`src/rtl/inst_stage_sequencer.sv`:
```
// Instruction queue between prefetch and scheduler: classifies each word into a stage total
// and steps the head through its stages. Optional same-cycle bypass: INST_QUEUE_BYPASS_EN.
module inst_stage_sequencer #(
   parameter int         INST_BITS   = 16,
   parameter int         QUEUE_DEPTH = 2,
   parameter int         STAGE_BITS  = 2,
   parameter logic [3:0] CALL_CC     = 4'd15
) (
   input  logic                               clk,
   input  logic                               reset,
   input  logic                               in_valid,
   input  logic [INST_BITS-1:0]               in_inst,
   output logic                               in_ready,
   output logic                               cur_valid,
   output logic [INST_BITS-1:0]               cur_inst,
   output logic [STAGE_BITS-1:0]              cur_stage,
   output logic                               cur_pre_stage,
   output logic                               cur_last_stage,
   input  logic                               sc_done,
   input  logic                               sc_repeat,
   input  logic                               flush,
   output logic                               inst_done,
   output logic [$clog2(QUEUE_DEPTH+1)-1:0]   queue_count
);

   localparam int CNT_W = $clog2(QUEUE_DEPTH + 1);
   localparam int PTR_W = (QUEUE_DEPTH > 1) ? $clog2(QUEUE_DEPTH) : 1;

   typedef enum logic [0:0] {
      ST_IDLE = 1'b0,
      ST_RUN  = 1'b1
   } state_t;

   // Index of the final stage (stage total minus one) for an instruction word.
   function automatic logic [STAGE_BITS-1:0] last_stage_of(input logic [INST_BITS-1:0] w);
      logic [STAGE_BITS-1:0] r;
      if ((w[15:12] == 4'd0) && (w[11:8] == CALL_CC)) begin
         r = STAGE_BITS'(1);
      end else if (w[15:6] == 10'b0010000001) begin
         r = STAGE_BITS'(1);
      end else begin
         r = '0;
      end
      return r;
   endfunction

   function automatic logic [PTR_W-1:0] ptr_inc(input logic [PTR_W-1:0] p);
      logic [PTR_W-1:0] r;
      if (p == PTR_W'(QUEUE_DEPTH - 1)) begin
         r = '0;
      end else begin
         r = p + PTR_W'(1);
      end
      return r;
   endfunction

   logic [INST_BITS-1:0]  inst_mem_r [QUEUE_DEPTH];
   logic [STAGE_BITS-1:0] last_mem_r [QUEUE_DEPTH];
   logic [PTR_W-1:0]      rd_ptr_r;
   logic [PTR_W-1:0]      wr_ptr_r;
   logic [CNT_W-1:0]      count_r;
   logic [STAGE_BITS-1:0] cur_stage_r;
   state_t                state_r;

   logic                  in_ready_s;
   logic                  push_s;
   logic                  byp_s;
   logic                  head_valid_s;
   logic [INST_BITS-1:0]  head_inst_s;
   logic [STAGE_BITS-1:0] head_last_idx_s;
   logic                  head_last_s;
   logic                  fire_s;
   logic                  pop_s;
   logic                  write_s;
   logic                  deq_s;
   logic [CNT_W-1:0]      count_nxt_s;
   logic [PTR_W-1:0]      rd_ptr_nxt_s;
   logic [PTR_W-1:0]      wr_ptr_nxt_s;
   logic [STAGE_BITS-1:0] stage_nxt_s;
   state_t                state_nxt_s;

   // Accept handshake and optional empty-queue bypass selection.
   always_comb begin
      in_ready_s = (count_r < CNT_W'(QUEUE_DEPTH)) && !flush;
      push_s     = in_valid && in_ready_s;
      byp_s      = 1'b0;
`ifdef INST_QUEUE_BYPASS_EN
      if ((state_r == ST_IDLE) && push_s) begin
         byp_s = 1'b1;
      end else begin
         byp_s = 1'b0;
      end
`endif
   end

   // Head selection and stage-completion decode.
   always_comb begin
      head_valid_s    = 1'b0;
      head_inst_s     = '0;
      head_last_idx_s = '0;
      if (byp_s) begin
         head_valid_s    = 1'b1;
         head_inst_s     = in_inst;
         head_last_idx_s = last_stage_of(in_inst);
      end else if (state_r == ST_RUN) begin
         head_valid_s    = 1'b1;
         head_inst_s     = inst_mem_r[rd_ptr_r];
         head_last_idx_s = last_mem_r[rd_ptr_r];
      end else begin
         head_valid_s    = 1'b0;
      end
      head_last_s = head_valid_s && (cur_stage_r == head_last_idx_s);
      fire_s      = head_valid_s && sc_done && !sc_repeat;
      pop_s       = fire_s && head_last_s;
      // a bypassed word that retires immediately never occupies a slot
      write_s     = push_s && !(byp_s && pop_s);
      deq_s       = pop_s && !byp_s;
   end

   // Occupancy and pointer update, including flush of everything behind the head.
   always_comb begin
      count_nxt_s  = count_r;
      rd_ptr_nxt_s = rd_ptr_r;
      wr_ptr_nxt_s = wr_ptr_r;
      if (deq_s) begin
         rd_ptr_nxt_s = ptr_inc(rd_ptr_r);
      end else begin
         rd_ptr_nxt_s = rd_ptr_r;
      end
      if (flush) begin
         if ((count_r != '0) && !deq_s) begin
            count_nxt_s = CNT_W'(1);
         end else begin
            count_nxt_s = '0;
         end
         if (count_r != '0) begin
            wr_ptr_nxt_s = ptr_inc(rd_ptr_r);
         end else begin
            wr_ptr_nxt_s = wr_ptr_r;
         end
      end else begin
         case ({write_s, deq_s})
            2'b10:   count_nxt_s = count_r + CNT_W'(1);
            2'b01:   count_nxt_s = count_r - CNT_W'(1);
            default: count_nxt_s = count_r;
         endcase
         if (write_s) begin
            wr_ptr_nxt_s = ptr_inc(wr_ptr_r);
         end else begin
            wr_ptr_nxt_s = wr_ptr_r;
         end
      end
   end

   // Head FSM next state and stage index.
   always_comb begin
      state_nxt_s = state_r;
      stage_nxt_s = cur_stage_r;
      case (state_r)
         ST_IDLE: begin
            if (count_nxt_s != '0) begin
               state_nxt_s = ST_RUN;
            end else begin
               state_nxt_s = ST_IDLE;
            end
         end
         ST_RUN: begin
            if (count_nxt_s != '0) begin
               state_nxt_s = ST_RUN;
            end else begin
               state_nxt_s = ST_IDLE;
            end
         end
         default: state_nxt_s = ST_IDLE;
      endcase
      if (pop_s) begin
         stage_nxt_s = '0;
      end else if (fire_s) begin
         stage_nxt_s = cur_stage_r + STAGE_BITS'(1);
      end else begin
         stage_nxt_s = cur_stage_r;
      end
   end

   // FSM state, stage index, pointers and occupancy registers.
   always_ff @(posedge clk or posedge reset) begin
      if (reset) begin
         state_r     <= ST_IDLE;
         cur_stage_r <= '0;
         rd_ptr_r    <= '0;
         wr_ptr_r    <= '0;
         count_r     <= '0;
      end else begin
         state_r     <= state_nxt_s;
         cur_stage_r <= stage_nxt_s;
         rd_ptr_r    <= rd_ptr_nxt_s;
         wr_ptr_r    <= wr_ptr_nxt_s;
         count_r     <= count_nxt_s;
      end
   end

   // Queue storage: word plus its precomputed final-stage index.
   always_ff @(posedge clk or posedge reset) begin
      if (reset) begin
         for (int i = 0; i < QUEUE_DEPTH; i++) begin
            inst_mem_r[i] <= '0;
            last_mem_r[i] <= '0;
         end
      end else if (write_s) begin
         inst_mem_r[wr_ptr_r] <= in_inst;
         last_mem_r[wr_ptr_r] <= last_stage_of(in_inst);
      end
   end

   assign in_ready       = in_ready_s;
   assign cur_valid      = head_valid_s;
   assign cur_inst       = head_inst_s;
   assign cur_stage      = cur_stage_r;
   assign cur_last_stage = head_last_s;
   assign cur_pre_stage  = head_valid_s && !head_last_s;
   assign inst_done      = pop_s;
   assign queue_count    = count_r;

endmodule

```
`config.mk`:
```
export PLATFORM = sky130hd
export DESIGN_NAME = inst_stage_sequencer
export DESIGN_NICKNAME = d
export VERILOG_FILES = /design/src/rtl/inst_stage_sequencer.sv
export SDC_FILE = /design/constraint.sdc
export NUM_CORES = 1
export LEC_CHECK = 0
export ABC_AREA = 1
export BUFFER_PORTS_ARGS = -buffer_cell sky130_fd_sc_hd__buf_2
export CORE_ASPECT_RATIO = 1.25
export CORE_MARGIN = 2
export CORE_UTILIZATION = 50
export DETAILED_ROUTE_END_ITERATION = 8
export PLACE_DENSITY = 0.75
export SYNTH_ARGS = -nofsm -noshare
export SYNTH_HDL_FRONTEND = slang
export SYNTH_SLANG_ARGS = --single-unit
```
`constraint.sdc`:
```
create_clock -name clk -period 2.3 [get_ports clk]
set_input_delay 0.23 -clock clk [delete_from_list [all_inputs] [get_ports clk]]
set_output_delay 0.23 -clock clk [all_outputs]
set_load 0.02 [all_outputs]
```
==> key figures, run 1 <==
Global routing
  • Vias in the first global route: 1,558
  • Total GRT Usage: 0.194
  • Largest net degree at the start of global routing: 42
  • Global-route wire length before repair: around 6.6 mm
  • Initial antenna violation count: 0
  • Grt ovf: 0

Floorplan
  • Io pins: 47
  • Starting Density: 0.523
  • Horiz. Die Dim: 60.5 um
  • Core box area: 3820 sq um
  • Die Y: 74.7 um
  • Die area: ~4500 sq um
  • Std-Cell Rows: 25

Yosys
  • EDFF count, synth: 0
  • FF+latch count, synth: 41
  • Synth unique cells: 25
  • Yosys warns: 0
  • Cell Area, Synth: ~2000 sq um
  • Ys flop type: dfrtp_1
  • Synth Net Count: 268
  • Register area share after synthesis: 0.514
  • Cells after synthesis: 245
  • Syn_area_per_cell: 8.15 sq um
  • Fraction of registers with async set/reset: 1.00

Outcome
  • Outcome: complete, no violations

Critical path
  • Buffers & Inverters on Critical Path: 2
  • CP Cell Sequence: inv_1 > nor3_1 > nand4_1 > inv_2 > ha_1 > a21oi_1 > o211ai_1 > nand3_1 > nand3_1
  • Origin of the critical flop-to-flop path: state_r
  • CP max FO: 4
  • Critical path's largest stage delay: 350 ps
  • Setup CP Type: register to register
  • R2r worst-path depth: 9
  • Most common cell on crit path: nand3_1
  • Nature of the critical path startpoint: register
  • Flop-to-flop setup slack: 450 ps
  • R2r endpoint: state_r
  • Critical Path RT: 2470 ps
  • Slowest CP cell: dfrtp_1
  • Worst path top cell family by delay: simple AND/OR/NAND/NOR gates
  • Setup crit end kind: register
  • Worst Path Arrival: 2010 ps

Final layout
  • # nets final: 317
  • Share of layout cells above drive strength 1: 0.251
  • Layout Area Growth over Synthesis: 18.2%
  • Final Cell Area: 2360 sq um
  • Ant. Diodes: 0
  • Core Util, Final: 0.619

Detailed routing
  • Detail Route Antenna Nets: 0
  • DRT Pass-1 Iters: 4
  • Routed via count: 1,700
  • Initial DRC Count: 108
  • Final WL: 3.86 mm
  • Avg WL per Cell: 11.1 um
  • Vias/cell: 4.87
  • Residual DRC count: 0

Timing
  • Clk_skew: 4.87 ps
  • Relative slew slack: 0.664
  • Fmax: 541 MHz
  • Final Slew Violations: 0
  • Tcrit/Tclk final: 0.804
  • Final Hold Violating Endpoints: 0
  • Number of setup violations in the final report: 0
  • Final setup TNS: 0 ps
  • Unrepaired setup endpoints after global routing: no
  • Worst-Margin Slew: 504 ps
  • Final critical-path required period: roughly 1800 ps
  • Fin Hold WS: 40.5 ps

Min path
  • Hold/Removal Path Class: input pin to async pin

Power and ir drop
  • Design Power: 3.12 mW
  • Pleak: 1.27 nW
  • Power Density: between 1000 and 1500 nW/um^2
  • VDD IR-drop max: 645 uV

Clocking
  • CTS Buf Count: 5
  • CTS Buffer Depth: 2
  • Clock Sinks: 41
  • Cts hold-fix bufs: 0
  • Clock Pin Slew Worst Setup and Hold Paths: 80 ps
  • Clock latency at the later pin of the worst-skew pair: around 290 ps
  • CTS tree: done
  • Clock root cell: clkbuf_8
  • Post-CTS setup buffers: 0
  • H-tree levels: 2
  • Post-cts resize count: 0

Placement
  • Final Wtd Congestion: just over 0.8
  • Detail Placement HPWL: roughly 2.7 mm
  • DP Area: 2280 sq um
  • Port Buffers: 46

Run
  • Max Cap Violations: 0
## placed cells by master (no fill, tap or decap)
| master | netlist | routed |
|---|---|---|
| a21oi_1 | 20 | 20 |
| a31oi_1 | 1 | 1 |
| buf_2 | 1 | 46 |
| buf_4 | 3 | 5 |
| clkbuf_1 | 3 | 1 |
| clkbuf_8 | 0 | 5 |
| clkinv_2 | 0 | 2 |
| dfrtp_1 | 41 | 41 |
| ha_1 | 1 | 1 |
| inv_1 | 33 | 33 |
| inv_2 | 4 | 4 |
| inv_4 | 1 | 1 |
| nand2_1 | 68 | 68 |
| nand2_4 | 1 | 1 |
| nand3_1 | 6 | 6 |
| nand4_1 | 3 | 3 |
| nor2_1 | 6 | 6 |
| nor2_4 | 2 | 2 |
| nor2_8 | 1 | 1 |
| nor3_1 | 1 | 1 |
| o211ai_1 | 1 | 1 |
| o21ai_0 | 37 | 37 |
| o21ai_1 | 1 | 1 |
| o21ai_2 | 7 | 7 |
| xor2_1 | 1 | 1 |
## state kept, by name (all words and copies together), names as in the netlist
name and count:
inst_mem_r 32, cur_stage 2, last_mem_r 2, queue_count 2
rd_ptr_r 1, state_r 1, wr_ptr_r 1
## routing by layer
metal  share of wire  global-route usage
met4           0.011              0.0580
met1            0.47               0.255
met5               0                   0
met3           0.047              0.0464
met2            0.47               0.321
## cell usage after synthesis (all sizes together) (3+ instances only)
cell type,count,area share
a21oi,20,0.050
buf,6,0.021
clkbuf,3,0.0056
dfrtp,41,0.51
inv,38,0.073
nand2,69,0.13
nand3,6,0.015
nand4,3,0.0094
nor2,9,0.033
o21ai,45,0.13
## final cells by class
type | count | area, sq um
fill | 355 | 1460
sequential | 41 | 1030
inverter | 38 | 145
timing repair buffer | 51 | 268
tap | 54 | 67.6
clock buffer | 6 | 72.6
clock inverter | 2 | 10.0
multi-input combinational | 157 | 772
## power breakdown
part | total (mW) | switching (mW) | internal, mW
combinational | 1.46 | 0.968 | 0.494
sequential | 1.20 | 0.157 | 1.05
clock | 0.454 | 0.243 | 0.210
total | 3.12 | 1.37 | 1.75
## worst max-delay path by stage
stage               startpoint      end  slack (ps)  cells past startpoint
floorplan              state_r  state_r         360                      9
global placement     sc_repeat  state_r         490                      9
detailed placement     state_r  state_r         460                      9
CTS                    state_r  state_r         440                      9
global route           state_r  state_r         270                     10
finish                 state_r  state_r         450                      9
## tightest hold or removal path: stages
cell	delay, ps
buf_2	90
inv_1	40
buf_4	420
## cells by family after synthesis
kind of cell | synth area share
flops | 0.514
buf+inv | 0.0996
xor+xnor | 0.00439
simple gates | 0.193
compound gates | 0.183
fa+ha+maj | 0.00626
## through the flow
step,worst slack [ps],cells
2_1_floorplan,365,245
3_3_place_gp,494,341
3_5_place_dp,455,341
4_1_cts,440,349
5_1_grt,266,349
6_report,452,349
Power figures use the tool's default switching activity.
==> run 2, diff against run 1 <==
--- a/config.mk
+++ b/config.mk
@@ -5,11 +5,11 @@
 export SDC_FILE = /design/constraint.sdc
 export NUM_CORES = 1
 export LEC_CHECK = 0
-export ABC_AREA = 1
+export ABC_AREA = 0
 export BUFFER_PORTS_ARGS = -buffer_cell sky130_fd_sc_hd__buf_2
 export CORE_ASPECT_RATIO = 1.25
 export CORE_MARGIN = 2
-export CORE_UTILIZATION = 50
+export CORE_UTILIZATION = 48
 export DETAILED_ROUTE_END_ITERATION = 8
 export PLACE_DENSITY = 0.75
 export SYNTH_ARGS = -nofsm -noshare
==> constraint.sdc (replaced) <==
create_clock -name clk -period 1.6 [get_ports clk]
set_input_delay 0.16 -clock clk [delete_from_list [all_inputs] [get_ports clk]]
set_output_delay 0.16 -clock clk [all_outputs]
set_load 0.02 [all_outputs]
==> run 2 against run 1 <==
Compared with the run above: the run now ends with setup timing left; wire length is 18% higher; clock power is 42% higher; global-route usage grew 1.9 points; clock skew is 6.7 ps higher; critical endpoint is now cur_last_stage; largest cell class is now multi-input combinational cells; highest routed layer unchanged.
==> key figures, run 2 <==
Outcome
  • Outcome: complete, but fails checks
  • Failing checks: setup timing

Final layout
  • Share of layout cells above drive strength 1: 0.533 (+0.282)
  • Number of fill cells: 329 (-7.3%)
  • Max reg flops: 32 (unchanged)
  • Commonest non-fill, non-tap cell in the layout: buf_2
  • Register area: 1030 sq um (+0.12%)
  • Layout Area Growth over Synthesis: 31.6%
  • Commonest cells after routing, fill and taps aside: 43 x buf_2, 40 x dfrtp_1, 34 x mux2_2
  • Area of the multi-input gates: 1040 sq um (+34%)
  • Final Cell Area: 2660 sq um (+13%)
  • Ant. Diodes: 0 (unchanged)
  • # nets final: 248 (-22%)
  • Top reg by flops: inst_mem_r
  • Layout Cells excl Fill: 281 (-19%)

Yosys
  • Cells after synthesis: 159 (-35%)
  • EDFF count, synth: 0 (unchanged)
  • Cell Area, Synth: 2020 sq um (+1.2%)
  • Synth unique cells: 38 (+52%)
  • FF+latch count, synth: 41 (unchanged)
  • Syn_area_per_cell: 12.7 sq um (+56%)
  • Share of the synthesized area in the top cell type: 0.508 (-0.00604)
  • Fraction of registers with async set/reset: 1.00 (unchanged)
  • Largest cells by area after synthesis: dfrtp_1 51%, mux2_2 19%, mux2i_1 7.9%, nor2b_1 5.0%, xnor2_1 1.7%
  • Register area share after synthesis: 0.508 (-0.00604)
  • Ys flop type: dfrtp_1
  • Area leader, netlist: dfrtp_1
  • Commonest cells in the netlist: 41 x dfrtp_1, 34 x mux2_2, 16 x mux2i_1, 16 x nor2b_1, 6 x nor2_1
  • Most frequent cell after synthesis: dfrtp_1
  • Synth Net Count: 182 (-32%)
  • Yosys warns: 0 (unchanged)

Clocking
  • Post-CTS setup buffers: 0 (unchanged)
  • H-tree levels: 2 (unchanged)
  • Clock Pin Slew Worst Setup and Hold Paths: 80 ps (about the same)
  • CTS Buf Count: 5 (unchanged)
  • CTS tree: done
  • Clock root cell: clkbuf_8
  • Clock latency at the later pin of the worst-skew pair: 300 ps (about the same)
  • CTS Buffer Depth: 2 (unchanged)
  • Clock Sinks: 41 (unchanged)

Power and ir drop
  • VDD IR-drop max: 969 uV (+50%)
  • Design Power: 4.87 mW (+56%)
  • Pleak: 1.26 nW (-0.67%)
  • Power Density: 1830 nW/um^2 (+39%)

Critical path
  • Critical path's largest stage delay: 400 ps (+50 ps)
  • CP Cell Sequence: mux2_4 > buf_6 > and2_4 > xor2_4 > nor3b_2 > buf_4
  • Critical Path RT: 1440 ps (-1030 ps)
  • Worst Path Arrival: 1800 ps (-210 ps)
  • CP max FO: 2 (-2)
  • Slowest CP cell: dfrtp_1
  • Setup CP Type: register to primary output
  • Nature of the critical path startpoint: register
  • Setup crit end kind: primary output

Detailed routing
  • Routed via count: 1,482 (-13%)
  • Detail Route Antenna Nets: 0 (unchanged)
  • Avg WL per Cell: 16.2 um (+46%)
  • Residual DRC count: 0 (unchanged)
  • Final WL: 4.55 mm (+18%)
  • Initial DRC Count: 29 (-73%)
  • DRT Pass-1 Iters: 4 (unchanged)
  • Vias/cell: 5.27 (+8.3%)

Run
  • Max Cap Violations: 0 (unchanged)

Floorplan
  • Std-Cell Rows: 26 (+4.0%)
  • Starting Density: 0.497 (-0.0264)
  • Horiz. Die Dim: 62.0 um (+2.5%)
  • Core box area: 4070 sq um (+6.6%)
  • Io pins: 47 (unchanged)
  • Die area: 4750 sq um (+5.1%)
  • Die Y: 76.5 um (+2.5%)

Global routing
  • Largest net degree at the start of global routing: 26 (-38%)
  • Global-route wire length before repair: 7.36 mm (+11%)
  • Grt ovf: 0 (unchanged)
  • Vias in the first global route: 1,549 (-0.58%)
  • Initial antenna violation count: 0 (unchanged)
  • Total GRT Usage: 0.213 (+0.0190)

Timing
  • Tcrit/Tclk final: 1.22
  • Post-route worst setup slack: -358 ps (-810 ps)
  • Relative slew slack: 0.627 (-0.0366)
  • Final critical-path required period: between 1500 and 2000 ps
  • Final Hold Violating Endpoints: 0 (unchanged)
  • Number of setup violations in the final report: 22 (+22)
  • Worst-Margin Slew: 559 ps (+54.2 ps)
  • Clk_skew: 11.5 ps (+6.67 ps)
  • Final Slew Violations: 0 (unchanged)
  • Unrepaired setup endpoints after global routing: yes
  • Fmax: 511 MHz
  • Fin Hold WS: 106 ps (+65.6 ps)

Placement
  • Placed cells: 273 (-20%)
  • Detail Placement HPWL: 3.28 mm (+21%)
  • Port Buffers: 46 (unchanged)
  • DP Worst Slack: -373 ps (-828 ps)
  • Final Wtd Congestion: 0.775 (-4.0%)
  • DP Area: 2510 sq um (+10%)

Min path
  • Hold/Removal Path Class: input pin to register
[run 2: changes by cell type in the layout (fill, tap and decap cells not counted), sizes merged, moves of 2 or more]
cell / delta
buf: +14
mux2i: +16
nand2b: +2
inv: -37
nand3: -5
xnor2: +4
mux2: +35
nand2: -64
o21ai: -43
nor2b: +16
a21oi: -19
nor2: -2
[run 2: through the flow]
stage,TNS (ps),utilization
floorplan,-1230,-
global placement,-741,0.617
detailed placement,-1180,0.617
CTS,-2570,0.647
global route,-4140,0.654
finish,-2170,0.654
[run 2: logic make-up (layout without fill, tap and decap cells)]
kind of cell / count (synthesis) / after routing / share of synthesized area
compound gates: 10 / 10 / 0.0365
xor+xnor: 6 / 6 / 0.0260
fa+ha+maj: 1 / 1 / 0.00619
buf+inv: 8 / 74 / 0.0254
flops: 41 / 41 / 0.508
mux: 51 / 51 / 0.276
simple gates: 42 / 42 / 0.122
[run 2: power by group]
| group | internal [mW] | switching (mW) | total, mW |
|---|---|---|---|
| Combinational | 1.19 | 1.20 | 2.39 |
| Sequential | 1.52 | 0.318 | 1.84 |
| Clock | 0.302 | 0.344 | 0.646 |
[run 2: critical path, delay by kind of cell, from the launching register on]
family        cells  cell delay [ps]
buf+inv           2              280
mux               1              320
flops             1              400
simple gates      2              340
xor+xnor          1              160
[run 2: final timing paths]
check	startpoint	to	slack [ps]	cells past startpoint
worst max-delay path	rd_ptr_r	cur_last_stage	-360	6
worst min register to register	inst_mem_r[20]	inst_mem_r[20]	510	1
worst min-delay path	in_inst[1]	inst_mem_r[17]	110	2
max in group asynchronous	reset	inst_mem_r[21]	610	4
worst max register to register	rd_ptr_r	state_r	-340	8
min in group asynchronous	reset	inst_mem_r[3]	450	3
[run 2: final cells by class]
type / instances / share of cell area
tap: 56 / 0.0264
sequential: 41 / 0.386
clock inverter: 1 / 0.00329
clock buffer: 6 / 0.0273
timing repair buffer: 66 / 0.165
multi-input combinational: 110 / 0.390
inverter: 1 / 0.00141
[run 2: what timing repair did]
action                                  CTS  global route
hold buffers                              1             0
endpoints found under the setup margin   22            23
hold endpoints to repair                 12             0
pin swaps                                 5             1
gates cloned                              0             0
resized for setup                         7             5
[run 2: layer usage]
metal	up-vias	global-route usage	wire length, um
li1	692	-	-
met1	732	0.236	1750
met2	48	0.360	2470
met3	10	0.0628	235
met4	0	0.0936	98
met5	-	0	0
